--- config.mk ---
export PLATFORM = sky130hd
export DESIGN_NAME = stream_front_end
export DESIGN_NICKNAME = d
export VERILOG_FILES = /design/src/rtl/stream_front_end.sv
export SDC_FILE = /design/constraint.sdc
export NUM_CORES = 1
export LEC_CHECK = 0
export CORE_ASPECT_RATIO = 0.6
export CORE_MARGIN = 10
export CORE_UTILIZATION = 38
export CTS_CLUSTER_SIZE = 20
export DETAILED_ROUTE_END_ITERATION = 8
export PLACE_DENSITY_LB_ADDON = 0.1
export SLEW_MARGIN = 20
export SYNTH_ARGS = -nofsm -noshare
export SYNTH_HDL_FRONTEND = slang
export SYNTH_SLANG_ARGS = --single-unit
--- constraint.sdc ---
create_clock -name aclk -period 2 [get_ports aclk]
set_input_delay 0.5 -clock aclk [delete_from_list [all_inputs] [get_ports aclk]]
set_output_delay 0.5 -clock aclk [all_outputs]
set_load 0.05 [all_outputs]
--- src/rtl/stream_front_end.sv ---
// stream_front_end: AXI4-Stream slave input stage feeding the first dataflow
// actor. Accepted beats are buffered in a small FIFO and presented to the
// actor with the send/rdy/ack handshake. Each transfer moves exactly `size`
// words and is framed by the `start` level; `done` reports full delivery.
module stream_front_end #(
  parameter int DATA_W     = 32,
  parameter int DEPTH_LOG2 = 2,
  parameter int SIZE_W     = 16
) (
  input  logic              aclk,
  input  logic              aresetn,
  input  logic              start,
  input  logic [SIZE_W-1:0] size,
  input  logic [DATA_W-1:0] s_tdata,
  input  logic              s_tvalid,
  output logic              s_tready,
  output logic [DATA_W-1:0] out_data,
  output logic              out_send,
  input  logic              out_rdy,
  input  logic              out_ack,
  output logic              done
);

  localparam int DEPTH = 1 << DEPTH_LOG2;
  localparam int PTR_W = DEPTH_LOG2 + 1;

  localparam logic [SIZE_W-1:0] CNT_ZERO = {SIZE_W{1'b0}};
  localparam logic [SIZE_W-1:0] CNT_ONE  = {{(SIZE_W-1){1'b0}}, 1'b1};
  localparam logic [PTR_W-1:0]  PTR_ZERO = {PTR_W{1'b0}};
  localparam logic [PTR_W-1:0]  PTR_ONE  = {{(PTR_W-1){1'b0}}, 1'b1};
  localparam logic [DATA_W-1:0] DATA_ZERO = {DATA_W{1'b0}};

  typedef enum logic [1:0] {
    ST_IDLE = 2'd0,
    ST_WORK = 2'd1,
    ST_DONE = 2'd2
  } state_e;

  state_e            state_q, state_d;
  logic [SIZE_W-1:0] len_q, len_d;
  logic [SIZE_W-1:0] rx_cnt_q, rx_cnt_d;
  logic [SIZE_W-1:0] tx_cnt_q, tx_cnt_d;
  logic [PTR_W-1:0]  wr_ptr_q, wr_ptr_d;
  logic [PTR_W-1:0]  rd_ptr_q, rd_ptr_d;
  logic [DATA_W-1:0] mem_q [DEPTH];

  logic              fifo_empty_s;
  logic              fifo_full_s;
  logic              ready_s;
  logic              push_s;
  logic              pop_s;
  logic [DATA_W-1:0] head_s;

  // The actor's rdy is informational only; the pop decision uses ack alone.
  logic unused_out_rdy_s;
  assign unused_out_rdy_s = out_rdy;

  // FIFO status from the extended pointers: equal means empty, equal index
  // with differing wrap bit means full.
  always_comb begin
    fifo_empty_s = (wr_ptr_q == rd_ptr_q);
    fifo_full_s  = (wr_ptr_q[DEPTH_LOG2] != rd_ptr_q[DEPTH_LOG2]) &&
                   (wr_ptr_q[DEPTH_LOG2-1:0] == rd_ptr_q[DEPTH_LOG2-1:0]);
    head_s       = mem_q[rd_ptr_q[DEPTH_LOG2-1:0]];
  end

  // Next-state, counter, pointer and handshake logic for the transfer FSM.
  always_comb begin
    state_d  = state_q;
    len_d    = len_q;
    rx_cnt_d = rx_cnt_q;
    tx_cnt_d = tx_cnt_q;
    wr_ptr_d = wr_ptr_q;
    rd_ptr_d = rd_ptr_q;
    ready_s  = 1'b0;
    push_s   = 1'b0;
    pop_s    = 1'b0;
    out_send = 1'b0;
    out_data = DATA_ZERO;
    done     = 1'b0;

    case (state_q)
      ST_IDLE: begin
        if (start) begin
          len_d    = size;
          rx_cnt_d = CNT_ZERO;
          tx_cnt_d = CNT_ZERO;
          wr_ptr_d = PTR_ZERO;
          rd_ptr_d = PTR_ZERO;
          if (size == CNT_ZERO) begin
            state_d = ST_DONE;
          end else begin
            state_d = ST_WORK;
          end
        end else begin
          state_d = ST_IDLE;
        end
      end

      ST_WORK: begin
        // Ready is a function of registers only, so no input-to-output path.
        ready_s  = !fifo_full_s && (rx_cnt_q != len_q);
        out_send = !fifo_empty_s;
        out_data = fifo_empty_s ? DATA_ZERO : head_s;
        if (!start) begin
          // Abort: drop buffered words and any beat offered this cycle.
          state_d  = ST_IDLE;
          rx_cnt_d = CNT_ZERO;
          tx_cnt_d = CNT_ZERO;
          wr_ptr_d = PTR_ZERO;
          rd_ptr_d = PTR_ZERO;
        end else begin
          push_s = s_tvalid && ready_s;
          pop_s  = out_ack && !fifo_empty_s;
          if (push_s) begin
            wr_ptr_d = wr_ptr_q + PTR_ONE;
            rx_cnt_d = rx_cnt_q + CNT_ONE;
          end else begin
            wr_ptr_d = wr_ptr_q;
            rx_cnt_d = rx_cnt_q;
          end
          if (pop_s) begin
            rd_ptr_d = rd_ptr_q + PTR_ONE;
            tx_cnt_d = tx_cnt_q + CNT_ONE;
          end else begin
            rd_ptr_d = rd_ptr_q;
            tx_cnt_d = tx_cnt_q;
          end
          if (pop_s && ((tx_cnt_q + CNT_ONE) == len_q)) begin
            state_d = ST_DONE;
          end else begin
            state_d = ST_WORK;
          end
        end
      end

      ST_DONE: begin
        done = 1'b1;
        if (!start) begin
          state_d = ST_IDLE;
        end else begin
          state_d = ST_DONE;
        end
      end

      default: begin
        state_d = ST_IDLE;
      end
    endcase
  end

  assign s_tready = ready_s;

  // State, length, counter and pointer registers.
  always_ff @(posedge aclk or negedge aresetn) begin
    if (!aresetn) begin
      state_q  <= ST_IDLE;
      len_q    <= CNT_ZERO;
      rx_cnt_q <= CNT_ZERO;
      tx_cnt_q <= CNT_ZERO;
      wr_ptr_q <= PTR_ZERO;
      rd_ptr_q <= PTR_ZERO;
    end else begin
      state_q  <= state_d;
      len_q    <= len_d;
      rx_cnt_q <= rx_cnt_d;
      tx_cnt_q <= tx_cnt_d;
      wr_ptr_q <= wr_ptr_d;
      rd_ptr_q <= rd_ptr_d;
    end
  end

  // FIFO storage; written on an accepted beat at the current write index.
  always_ff @(posedge aclk or negedge aresetn) begin
    if (!aresetn) begin
      for (int i = 0; i < DEPTH; i++) begin
        mem_q[i] <= DATA_ZERO;
      end
    end else if (push_s) begin
      mem_q[wr_ptr_q[DEPTH_LOG2-1:0]] <= s_tdata;
    end
  end

endmodule

==> impl_metrics.tcl <==
set metrics [dict create \
    vias 6998 \
    path_max_fanout 2 \
    drv_cap 0 \
    fmax_ghz 0.3881 \
    slew-limit-headroom 0.6251 \
    htreeDepth 4 \
    rrSetupSlack_ns -0.46 \
    rows 43 \
    coreArea_um2 23350 \
    synth_sequential_area_ratio 0.5049 \
    routed_wirelength_um 29190 \
    max-vdd-ir-drop_mv 0.5358 \
    p_per_area_nw_per_um2 857.8 \
    dieHeight_um 140 \
    cts.sinks 184 \
    port_buffers 87 \
    die_width_um 220 \
    drtIter0Drc 523 \
    post_synth_fa_ha_maj_area_fraction 0.009604 \
    start_kind "register" \
    grt_pass1_wl_um 44730 \
    synth_async_sr_flop_share 1.000 \
    dr.pass1.iters 4 \
    grt_usage 0.1878 \
    synth-xor-area-share 0.03649 \
    yosysWarnings 0 \
    finClkSkew_ns 0.01302 \
    clock_latency_ns 0.44 \
    post_drt_wl_per_cell_um 22.45 \
    final_cell_mix "182 x dfrtp_1, 122 x mux2_4, 116 x buf_4" \
    hold_buffers 0 \
    drive_gt1_frac 0.5208 \
    min_period_ns 2.577 \
    rsz0062_at_grt "true" \
    critical_path_required_ns 1.50 \
    finalSetupTns_ns -68.96 \
    cts-root-buf "clkbuf_16" \
    post-dp-hpwl_um 17950 \
    diodes 0 \
    grt_pass1_vias 7334 \
    clk_path_buf_depth 2 \
    synth_edf_count 0 \
    nets 1033 \
    worst_path_most_repeated_cell "buf_4" \
    setup_viol 202 \
    synthMuxAreaShare 0.2578 \
    synthCells 726 \
    postRouteAntennaNets 0 \
    path_class "reg2out" \
    synth_top_family_by_area "multiplexers" \
    io_pins 89 \
    status "finished with violations" \
    cp-end-kind "output port" \
    cts_tree "done" \
    violations "negative setup slack" \
    worstPathArrival_ns 2.08 \
    crit_slowest_cell "dfrtp_1" \
    synth_compound_area_frac 0.05913 \
    dieArea_um2 30800 \
    max_slew.worst_pin.slew_ns 0.5623 \
    path_cells "xor2_1, nor4_1, buf_4, nand4_1, buf_4, and3_4, buf_12" \
    finalCritPeriodShare 1.288 \
    stdcell_area_um2 14020 \
    ys_ff_latch 184 \
    synth_area_um2 9120 \
    hp-class "in2async" \
    areaGrowthSynthToFinish_pct 53.77 \
    slew_viol_final 0 \
    antenna_found_initial 0 \
    ys.flop_type "dfrtp_1" \
    grt_max_degree 54 \
    path_clk_slew_ns 0.07 \
    pre_cts_slack_ns -0.3306 \
    placed_area_um2 11490 \
    grt_overflow 0 \
    syn_nets 787 \
    hold_viol_final 0 \
    drc_errors 0 \
    globalplace.congestion 0.8268 \
    slowest_delay_ns 0.42 \
    routed_via_density 5.383 \
    fin_ws_ns -0.5766 \
    yosys.area_share.simple 0.1071 \
    start_util 0.3906 \
    synth_cell_type_count 54 \
    synth_area_per_cell_um2 12.56 \
    p_leak_nw 6.664 \
    cts_buffers 17 \
    final_common_cell "dfrtp_1" \
]
==> layer usage <==
layer | share of wire | wire length (um) | global-route usage | vias to the layer above
met4 | 0.013 | 383 | 0.04379 | 0
met1 | 0.51 | 14820 | 0.2854 | 3650
met3 | 0.045 | 1310 | 0.03978 | 30
li1 | - | - | - | 3177
met2 | 0.43 | 12670 | 0.2639 | 141
met5 | 0 | 0 | 0 | -
==> area by class of cell <==
cell class              instances  area (um^2)
repair buffers                268         3083
clock inverters                11        168.9
multi-input cells             494         5274
clock buffers                  21        470.5
inverters                       7        26.28
flip-flops and latches        184         4607
fillers                      1823         9326
well taps                     315        394.1
==> critical path, delay by kind of cell (launching register included) <==
family,cells,cell delay [ns]
buffers and inverters,3,0.47
AND/OR/NAND/NOR,3,0.58
XOR/XNOR,1,0.15
flip-flops,1,0.42
==> per-stage QoR <==
stage | power (W) | instances | hold slack [ns] | util
after floorplan | 0.006359 | 726 | 0.2044 | -
after global placement | 0.007334 | 1220 | 0.4814 | 0.4921
after detailed placement | 0.007468 | 1220 | 0.4876 | 0.4921
after CTS | 0.01182 | 1287 | 0.03544 | 0.5796
after global routing | 0.01255 | 1300 | 0.05102 | 0.6006
final | 0.01203 | 1300 | 0.02099 | 0.6006
==> sequential cells by signal, indices dropped and copies added (netlist names) <==
name / cells
len_q: 16
mem_q: 128
rd_ptr_q: 3
rx_cnt_q: 16
state_q: 2
tx_cnt_q: 16
wr_ptr_q: 3
==> repair_timing <==
item | in CTS | in global routing
cloned | 12 | 6
buffers inserted | 24 | 9
pin swaps | 9 | 22
endpoints found under the setup margin | 183 | 203
resized for setup | 209 | 96
==> synth_stat cells, drive strengths merged, types with 9 or more instances <==
| library cell | count | area [um^2] |
|---|---|---|
| nand3 | 19 | 105.1 |
| nor2 | 37 | 138.9 |
| o21ai | 44 | 224.0 |
| mux2 | 143 | 1610 |
| clkbuf | 16 | 61.30 |
| o31ai | 9 | 67.56 |
| xor2 | 23 | 201.4 |
| dfrtp | 184 | 4604 |
| xnor2 | 15 | 131.4 |
| nand2 | 44 | 167.7 |
| buf | 25 | 140.1 |
| and3 | 42 | 264.0 |
| nand4 | 9 | 56.30 |
| mux4 | 32 | 720.7 |
| a21oi | 10 | 50.05 |
| nor4 | 11 | 75.07 |
==> kinds of logic (layout without fill, tap and decap cells) <==
| family | Yosys count | count (layout) |
|---|---|---|
| simple gates | 185 | 185 |
| flops | 184 | 184 |
| mux | 177 | 177 |
| compound gates | 87 | 87 |
| buf+inv | 48 | 307 |
| xor+xnor | 38 | 38 |
| fa+ha+maj | 7 | 7 |
==> path summary, 6_finish.rpt <==
path | start | endpoint | cells after the start
hold / removal | aresetn | mem_q[55] | 1
max in group asynchronous | aresetn | tx_cnt_q[2] | 2
hold reg to reg | mem_q[29] | mem_q[29] | 1
setup / recovery | rx_cnt_q[13] | s_tready | 7
min in group aclk | mem_q[29] | mem_q[29] | 1
setup reg to reg | rd_ptr_q[0] | state_q[1] | 12
==> power breakdown <==
part	internal, W	total (W)	switching (W)
sequential	0.00439	0.00480	0.000410
clock	0.00220	0.00370	0.00150
combinational	0.00210	0.00354	0.00144
Note: power is estimated with default switching activity, not from simulation.
